### config.mk
export PLATFORM = sky130hd
export DESIGN_NAME = mem_stage
export DESIGN_NICKNAME = d
export VERILOG_FILES = /design/src/rtl/mem_stage.sv
export SDC_FILE = /design/constraint.sdc
export NUM_CORES = 1
export LEC_CHECK = 0
export CAP_MARGIN = 5
export CELL_PAD_IN_SITES_DETAIL_PLACEMENT = 1
export CELL_PAD_IN_SITES_GLOBAL_PLACEMENT = 1
export CORE_ASPECT_RATIO = 1.75
export CORE_UTILIZATION = 27
export CTS_CLUSTER_DIAMETER = 80
export CTS_CLUSTER_SIZE = 25
export DETAILED_ROUTE_END_ITERATION = 7
export DONT_BUFFER_PORTS = 1
export PLACE_DENSITY_LB_ADDON = 0.1
export SLEW_MARGIN = 20
export SYNTH_ARGS = -nofsm -noshare
export SYNTH_HDL_FRONTEND = slang
export SYNTH_SLANG_ARGS = --single-unit
### constraint.sdc
create_clock -name clk -period 3.9 [get_ports clk]
set_input_delay 0.39 -clock clk [delete_from_list [all_inputs] [get_ports clk]]
set_output_delay 0.39 -clock clk [all_outputs]
set_load 0.01 [all_outputs]
### src/rtl/mem_stage.sv
// mem_stage: EX/MEM pipeline register, single-port data-memory handshake, branch
// resolution, and the MEM/WB register used by writeback and EX forwarding.
// Latency: EX -> EX/MEM one cycle, EX/MEM -> MEM/WB one more (+N for N memory wait cycles).
// Backpressure: MEM_stall freezes IF/ID/EX and EX/MEM while a load/store awaits dmem_ack.
//
// Optional feature macro: MEM_TIMEOUT_EN (abort a memory access after TIMEOUT_CYCLES
// WAIT cycles and pulse MEM_fault). Without it, WAIT holds until dmem_ack.
//
// Ports:
//   clk, rst                  clock (rising edge), asynchronous active-high reset
//   EX_*                      instruction leaving EX (control, ALU result, store data)
//   EX_stall, flush           capture a bubble into EX/MEM instead of the EX instruction
//   EX_MEM_*                  registered EX/MEM fields exported for forwarding
//   MEM_stall                 pipeline freeze while memory is busy
//   MEM_mispredict            branch in EX/MEM resolved opposite to its prediction
//   MEM_fault                 one-cycle pulse when a memory access is aborted
//   dmem_*                    request/acknowledge data-memory interface
//   MEM_WB_*                  writeback register
module mem_stage #(
    parameter int TIMEOUT_CYCLES = 16,
    parameter int CNT_W          = 5
) (
    input  logic        clk,
    input  logic        rst,
    input  logic        EX_stall,
    input  logic        flush,
    input  logic [31:0] EX_ALU_result,
    input  logic        EX_zero,
    input  logic [4:0]  EX_rd,
    input  logic        EX_branch,
    input  logic        EX_take,
    input  logic        EX_memread,
    input  logic        EX_memwrite,
    input  logic        EX_memtoreg,
    input  logic        EX_regwrite,
    input  logic [31:0] EX_rs2_data,
    output logic [31:0] EX_MEM_ALU_result,
    output logic [4:0]  EX_MEM_rd,
    output logic        EX_MEM_regwrite,
    output logic        EX_MEM_memtoreg,
    output logic        MEM_stall,
    output logic        MEM_mispredict,
    output logic        MEM_fault,
    output logic        dmem_req,
    output logic        dmem_we,
    output logic [31:0] dmem_addr,
    output logic [31:0] dmem_wdata,
    input  logic [31:0] dmem_rdata,
    input  logic        dmem_ack,
    output logic [4:0]  MEM_WB_rd,
    output logic [31:0] MEM_WB_result,
    output logic        MEM_WB_regwrite
);

    // The wait counter only ever reaches TIMEOUT_CYCLES-1, so it must fit in CNT_W bits.
    if (TIMEOUT_CYCLES < 1 || TIMEOUT_CYCLES > (1 << CNT_W)) begin : g_bad_params
        $error("mem_stage: TIMEOUT_CYCLES must be in 1..2**CNT_W");
    end

    typedef enum logic [0:0] {
        S_IDLE = 1'b0,
        S_WAIT = 1'b1
    } state_t;

    state_t state_q;
    state_t state_d;

    // EX/MEM fields that are not exported as ports
    logic        ex_mem_zero;
    logic        ex_mem_branch;
    logic        ex_mem_take;
    logic        ex_mem_memread;
    logic        ex_mem_memwrite;
    logic [31:0] ex_mem_rs2_data;

    logic mem_op;
    logic bubble_in;
    logic timeout;

    assign mem_op    = ex_mem_memread | ex_mem_memwrite;
    assign bubble_in = EX_stall | flush;

    //------------------------------------------------------------------
    // EX/MEM register. A stall holds the current instruction in place,
    // which is why it wins over flush/EX_stall: the instruction being
    // squashed has simply not been accepted yet. Data fields are loaded
    // even for bubbles; only the control bits define a bubble.
    //------------------------------------------------------------------
    always_ff @(posedge clk or posedge rst) begin
        if (rst) begin
            EX_MEM_ALU_result <= '0;
            EX_MEM_rd         <= '0;
            EX_MEM_regwrite   <= 1'b0;
            EX_MEM_memtoreg   <= 1'b0;
            ex_mem_zero       <= 1'b0;
            ex_mem_branch     <= 1'b0;
            ex_mem_take       <= 1'b0;
            ex_mem_memread    <= 1'b0;
            ex_mem_memwrite   <= 1'b0;
            ex_mem_rs2_data   <= '0;
        end else if (!MEM_stall) begin
            EX_MEM_ALU_result <= EX_ALU_result;
            EX_MEM_rd         <= EX_rd;
            ex_mem_zero       <= EX_zero;
            ex_mem_take       <= EX_take;
            ex_mem_rs2_data   <= EX_rs2_data;
            if (bubble_in) begin
                EX_MEM_regwrite <= 1'b0;
                EX_MEM_memtoreg <= 1'b0;
                ex_mem_branch   <= 1'b0;
                ex_mem_memread  <= 1'b0;
                ex_mem_memwrite <= 1'b0;
            end else begin
                EX_MEM_regwrite <= EX_regwrite;
                EX_MEM_memtoreg <= EX_memtoreg;
                ex_mem_branch   <= EX_branch;
                ex_mem_memread  <= EX_memread;
                ex_mem_memwrite <= EX_memwrite;
            end
        end
    end

    //------------------------------------------------------------------
    // Access timeout
    //------------------------------------------------------------------
`ifdef MEM_TIMEOUT_EN
    logic [CNT_W-1:0] wait_cnt;

    // Counts WAIT cycles only; the first (IDLE) cycle of an access is not counted.
    assign timeout = (state_q == S_WAIT) && mem_op && !dmem_ack &&
                     (wait_cnt == CNT_W'(TIMEOUT_CYCLES - 1));

    always_ff @(posedge clk or posedge rst) begin
        if (rst) begin
            wait_cnt <= '0;
        end else if ((state_q == S_WAIT) && !dmem_ack && !timeout) begin
            wait_cnt <= wait_cnt + 1'b1;
        end else begin
            wait_cnt <= '0;
        end
    end
`else
    assign timeout = 1'b0;
`endif

    //------------------------------------------------------------------
    // Handshake FSM
    //------------------------------------------------------------------
    always_ff @(posedge clk or posedge rst) begin
        if (rst) begin
            state_q <= S_IDLE;
        end else begin
            state_q <= state_d;
        end
    end

    always_comb begin
        state_d = state_q;
        case (state_q)
            S_IDLE: begin
                if (mem_op && !dmem_ack) begin
                    state_d = S_WAIT;
                end
            end
            S_WAIT: begin
                // !mem_op cannot normally occur here; it keeps the FSM from sticking.
                if (dmem_ack || timeout || !mem_op) begin
                    state_d = S_IDLE;
                end
            end
            default: state_d = S_IDLE;
        endcase
    end

    //------------------------------------------------------------------
    // Combinational outputs. The request comes straight from EX/MEM so a
    // zero-wait memory can acknowledge in the cycle after capture, and the
    // request fields stay stable because EX/MEM is frozen while stalled.
    //------------------------------------------------------------------
    assign MEM_stall      = mem_op && !dmem_ack && !timeout;
    assign MEM_fault      = timeout;
    assign MEM_mispredict = ex_mem_branch && (ex_mem_zero != ex_mem_take);
    assign dmem_req       = mem_op;
    assign dmem_we        = ex_mem_memwrite;
    assign dmem_addr      = EX_MEM_ALU_result;
    assign dmem_wdata     = ex_mem_rs2_data;

    //------------------------------------------------------------------
    // MEM/WB register. Stalled or aborted accesses retire nothing; stores
    // never write the register file.
    //------------------------------------------------------------------
    always_ff @(posedge clk or posedge rst) begin
        if (rst) begin
            MEM_WB_rd       <= '0;
            MEM_WB_result   <= '0;
            MEM_WB_regwrite <= 1'b0;
        end else if (MEM_stall || timeout) begin
            MEM_WB_regwrite <= 1'b0;
        end else begin
            MEM_WB_rd       <= EX_MEM_rd;
            MEM_WB_regwrite <= EX_MEM_regwrite && !ex_mem_memwrite;
            MEM_WB_result   <= EX_MEM_memtoreg ? dmem_rdata : EX_MEM_ALU_result;
        end
    end

endmodule

### Word level (Yosys, flattened, before mapping)

Index checks and enable logic that the tools add are counted.

| storage, ports and cells | value |
|---|---|
| memory bits (writable) | 0 |
| memory bits (read-only) | 0 |
| register bits | 114 |
| input bits | 113 |
| word-level logic and storage cells | 28 |
| output and inout bits | 146 |
| bits in latches | 0 |
| memories kept | 0 |

| cells by class | value |
|---|---|
| equal/unequal tests | 1 |
| multiplexer cells | 7 |
| add/sub/neg operators | 0 |
| magnitude comparators | 0 |
| multipliers | 0 |
| bitwise logic cells | 2 |
| divide/modulo/power cells | 0 |
| shift-type cells | 0 |
| reductions and logical operators | 5 |

Operators with widths:

| operator | count |
|---|---|
| two-way mux 32 bit | 1 |
| two-way mux 1 bit | 6 |
| logical AND 1 bit | 3 |
| zero test 1 bit | 2 |
| OR 1 bit | 2 |
| inequality test 1 bit | 1 |

### Longest topological paths before layout

| logic depth | value |
|---|---|
| depth in word-level cells | 3 |
| gate-level depth with buffers | 4 |
| gate-level depth less buffers | 2 |

### Least setup slack after synthesis

No wires, ideal clock.

| timing | value |
|---|---|
| path kind | reg-to-output |
| from | reg ex_mem_memwrite (netlist: dmem_we) |
| to | out MEM_stall |
| required time | 3.510 ns |
| setup slack | 2.503 ns |
| path buffers | 2 |
| arrival | 1.007 ns |
| cell stages (with the launch flop) | 5 |
| path through | dfrtp_1 -> o21bai_4 -> buf_6 -> buf_6 -> inv_1 |

| on the way | value |
|---|---|
| longest elaborated chain between the ends | 2 |

RTL lines:

| what | line | source |
|---|---|---|
| from (decl) | 73 | `logic ex_mem_memwrite;` |
| from (signal assigned) | 118 | `ex_mem_memwrite <= EX_memwrite;` |
| OR 1 bit | 80 | `assign mem_op = ex_mem_memread \| ex_mem_memwrite;` |
| logical AND 1 bit | 180 | `assign MEM_stall = mem_op && !dmem_ack && !timeout;` |
| to (decl) | 41 | `output logic MEM_stall,` |

Every way passes these cells.

### Worst setup path after layout

Same ends and word-level chain as after synthesis.

==> metrics.md <==
| Metric | Value |
|---|---|
| Status | `finished clean` |
| Post-synthesis sequential area ratio | `a little under three fifths` |
| Register-to-Register Path Depth | `3` |
| Setup Skew | `0.007461 ns` |
| Post-layout min period | `between 1.5 and 2 ns` |
| Clock latency at the later pin of the worst-skew pair | `between 0.4 and 0.5 ns` |
| Data arrival, critical path | `roughly 1.6 ns` |
| Critical Path End Type | `output pin` |
| Leakage power | `roughly 2.5 nW` |
| Post-synth ARST share | `100.0%` |
| Slew @ Worst Pin | `0.9220 ns` |
| Mapped cell area | `approximately 5100 um^2` |
| WS Path Type | `reg -> out` |
| Post-synth EDFFs | `0` |
| Rel. slew slack | `between 30% and 40%` |
| RSZ-0062 raised after global routing | `no` |
| WHS | `0.1239 ns` |
| VDD IR max | `between 0.2 and 0.25 mV` |
| Die Width | `~110 um` |
| Final Hold Fails | `0` |
| Inserted Clock Buffers | `17` |
| Mapped Cells | `322` |
| Post-Route Utilization | `30.65%` |
| Syn_nets | `~440` |
| Top cells by area, synth | `dfrtp_1 56%, mux2_2 22%, mux2_4 12%` |
| 1st-pass router iterations | `4` |
| Starting Density | `27.56%` |
| Final wirelength | `~12000 um` |
| Routed Antenna Nets | `0` |
| GRT Overall Usage | `between 10% and 20%` |
| Syn. warnings | `0` |
| Grt ovf | `0` |
| Top_reg_cell synth | `dfrtp_1` |
| Yosys top cell area share | `a little under three fifths` |
| Pwr dens | `618.7 nW/um^2` |
| Total die area | `roughly 20000 um^2` |
| Post-DP HPWL | `8041 um` |
| Max layer used | `met4` |
| Critical path required time | `between 3 and 4 ns` |
| Average wire per standard cell | `21.29 um` |
| Hold depth | `1` |
| Share of cells above drive strength 1 | `between 50% and 60%` |
| Hold path startpoint | `EX_rs2_data[22]` |
| Maximum clock insertion buffer count | `2` |
| Max Slew Vio Count | `0` |
| Post-CTS Setup Repair Bufs | `0` |
| Reg2reg setup slack | `about 1.9 ns` |
| Worst r2r src | `dmem_we$_DFFE_PP0N_` |
| IO Count | `around 260` |
| Crit-path max FO | `25` |
| Vias in the first global route | `between 2000 and 3000` |
| Area leader, netlist | `dfrtp_1` |
| IO Port Bufs | `0` |
| Largest net degree at the start of global routing | `between 70 and 80` |
| Initial antenna violation count | `0` |
| Residual DRC | `0` |
| Root Driver | `clkbuf_16` |
| Max Freq | `between 500 and 600 MHz` |
| H-tree Lvls | `4` |
| # Max-Cap Violations | `0` |
| Cell row count | `66` |
| Most frequent cells after synthesis | `114 x dfrtp_1, 99 x mux2_2, 40 x mux2_4` |
| CTS tree | `done` |
| First-pass GRT wire length | `about 18000 um` |
| Die H | `about 180 um` |
| Met2 WL | `~6600 um` |
| NumNets Final | `between 400 and 500` |
| Clock-pin slew on the worst setup and hold paths | `approximately 0.060 ns` |
| Via-to-Cell Ratio | `between 4 and 5` |
| Final worst path period share | `51.18%` |
| Ant. Diodes | `0` |
| Sum Neg Setup Slack | `0 ns` |
| FILL cells | `roughly 1900` |
| Hold Path Sink | `dmem_wdata[22]$_DFFE_PP0N_` |
| GPL Wtd Cong | `~0.65` |
| Avg Cell Area, Syn | `15.90 um^2` |
| Via count | `2473` |
| Final setup violating endpoints | `0` |
| Area growth from synthesis to layout | `11.22%` |
| Most numerous cell in the Yosys netlist | `dfrtp_1` |
| R2r endpoint | `EX_MEM_ALU_result[24]$_DFFE_PP0N_` |
| Worst hold path type | `in -> reg` |
| FF+latch count, synth | `between 100 and 150` |
| CP Launch Type | `register` |
| Metal3 WL | `around 870 um` |
| Core ar. | `approximately 19000 um^2` |
| Number of DRC markers in iteration 0 | `44` |
| Count of cell types in the netlist | `18` |
| Met1 WL | `about 4000 um` |
| Num Clock Sinks | `roughly 110` |
-- critical path, cell delays in order (launching register included) --
cell	delay, ns
dfrtp_1	0.48
o21bai_4	0.20
buf_4	0.36
inv_1	0.14
-- area by class of cell --
type	count	area (um^2)	area share, %
flip-flops and latches	114	2854	50.12
clock buffers	21	450.4	7.910
well taps	238	297.8	5.230
multi-input cells	157	1869	32.83
clock inverters	11	160.2	2.813
inverters	2	10.01	0.1758
repair buffers	5	52.55	0.9229
-- worst max path at each step --
| stage | start | end | depth (start not counted) |
|---|---|---|---|
| after floorplan | rst | EX_MEM_ALU_result[0]$_DFFE_PP0N_ | 1 |
| after global placement | dmem_we$_DFFE_PP0N_ | MEM_WB_result[22]$_DFFE_PP0N_ | 3 |
| after detailed placement | dmem_we$_DFFE_PP0N_ | EX_MEM_ALU_result[24]$_DFFE_PP0N_ | 3 |
| after CTS | dmem_we$_DFFE_PP0N_ | MEM_stall | 3 |
| after global routing | dmem_we$_DFFE_PP0N_ | MEM_stall | 3 |
| final | dmem_we$_DFFE_PP0N_ | MEM_stall | 3 |
-- timing repair --
| item | CTS | global route |
|---|---|---|
| endpoints found under the hold margin | 41 | 0 |
| hold buffers | 1 | 0 |
| gates resized for setup | 0 | 0 |
-- layout by cell type, fill, tap and decap left out --
master         instances
buf_12                 1
nor2b_1                2
bufinv_16              4
mux2_1                 4
nor3b_1                3
conb_1                 1
and3b_1                1
or2_2                  1
inv_1                  1
a31o_2                 2
clkbuf_1               3
and2_1                 1
clkinv_2               5
mux2_4                40
mux2_2                99
dlygate4sd3_1          1
xor2_1                 1
clkinvlp_4             2
inv_4                  1
clkbuf_16             17
dfrtp_2                1
dfrtp_1              113
o21bai_4               1
buf_4                  3
nor2_1                 1
clkbuf_8               1
-- report_power, final --
group | total, mW | switching (mW) | internal [mW]
logic | 0.326 | 0.119 | 0.207
clock network | 1.64 | 0.558 | 1.08
registers | 1.56 | 0.229 | 1.33
total | 3.52 | 0.906 | 2.62
-- cell families after synthesis --
family | Yosys count | share of synthesized area (%)
other | 1 | 0.07324
DFF | 114 | 55.72
muxes | 143 | 34.38
AOI/OAI and AO/OA | 3 | 0.7088
buffers and inverters | 51 | 7.771
xor gates and xnor gates | 1 | 0.1711
and+or+nand+nor | 9 | 1.173
-- layer usage --
metal	up-vias	GRT usage, %
met5	-	0
met4	0	6.389
met3	9	4.491
met2	144	22.33
met1	1277	12.94
li1	1043	-
-- stage by stage --
step | cells | total power [mW] | cell area (um^2) | setup WS (ns)
global route | 548 | 3.688 | 5694 | 1.804
global placement | 515 | 1.911 | 5074 | 1.967
CTS | 548 | 3.606 | 5694 | 1.841
detailed placement | 515 | 1.923 | 5074 | 1.915
finish | 548 | 3.523 | 5694 | 1.904
floorplan | 322 | 1.876 | 5120 | 0.4943
-- registers in the layout (all words and copies together) (netlist names) --
name / cells
ex_mem_branch: 1
EX_MEM_regwrite: 1
MEM_WB_result: 32
dmem_we: 1
EX_MEM_ALU_result: 32
dmem_wdata: 32
ex_mem_take: 1
EX_MEM_memtoreg: 1
ex_mem_zero: 1
MEM_WB_rd: 5
ex_mem_memread: 1
EX_MEM_rd: 5
MEM_WB_regwrite: 1
Note: power is estimated with default switching activity, not from simulation.
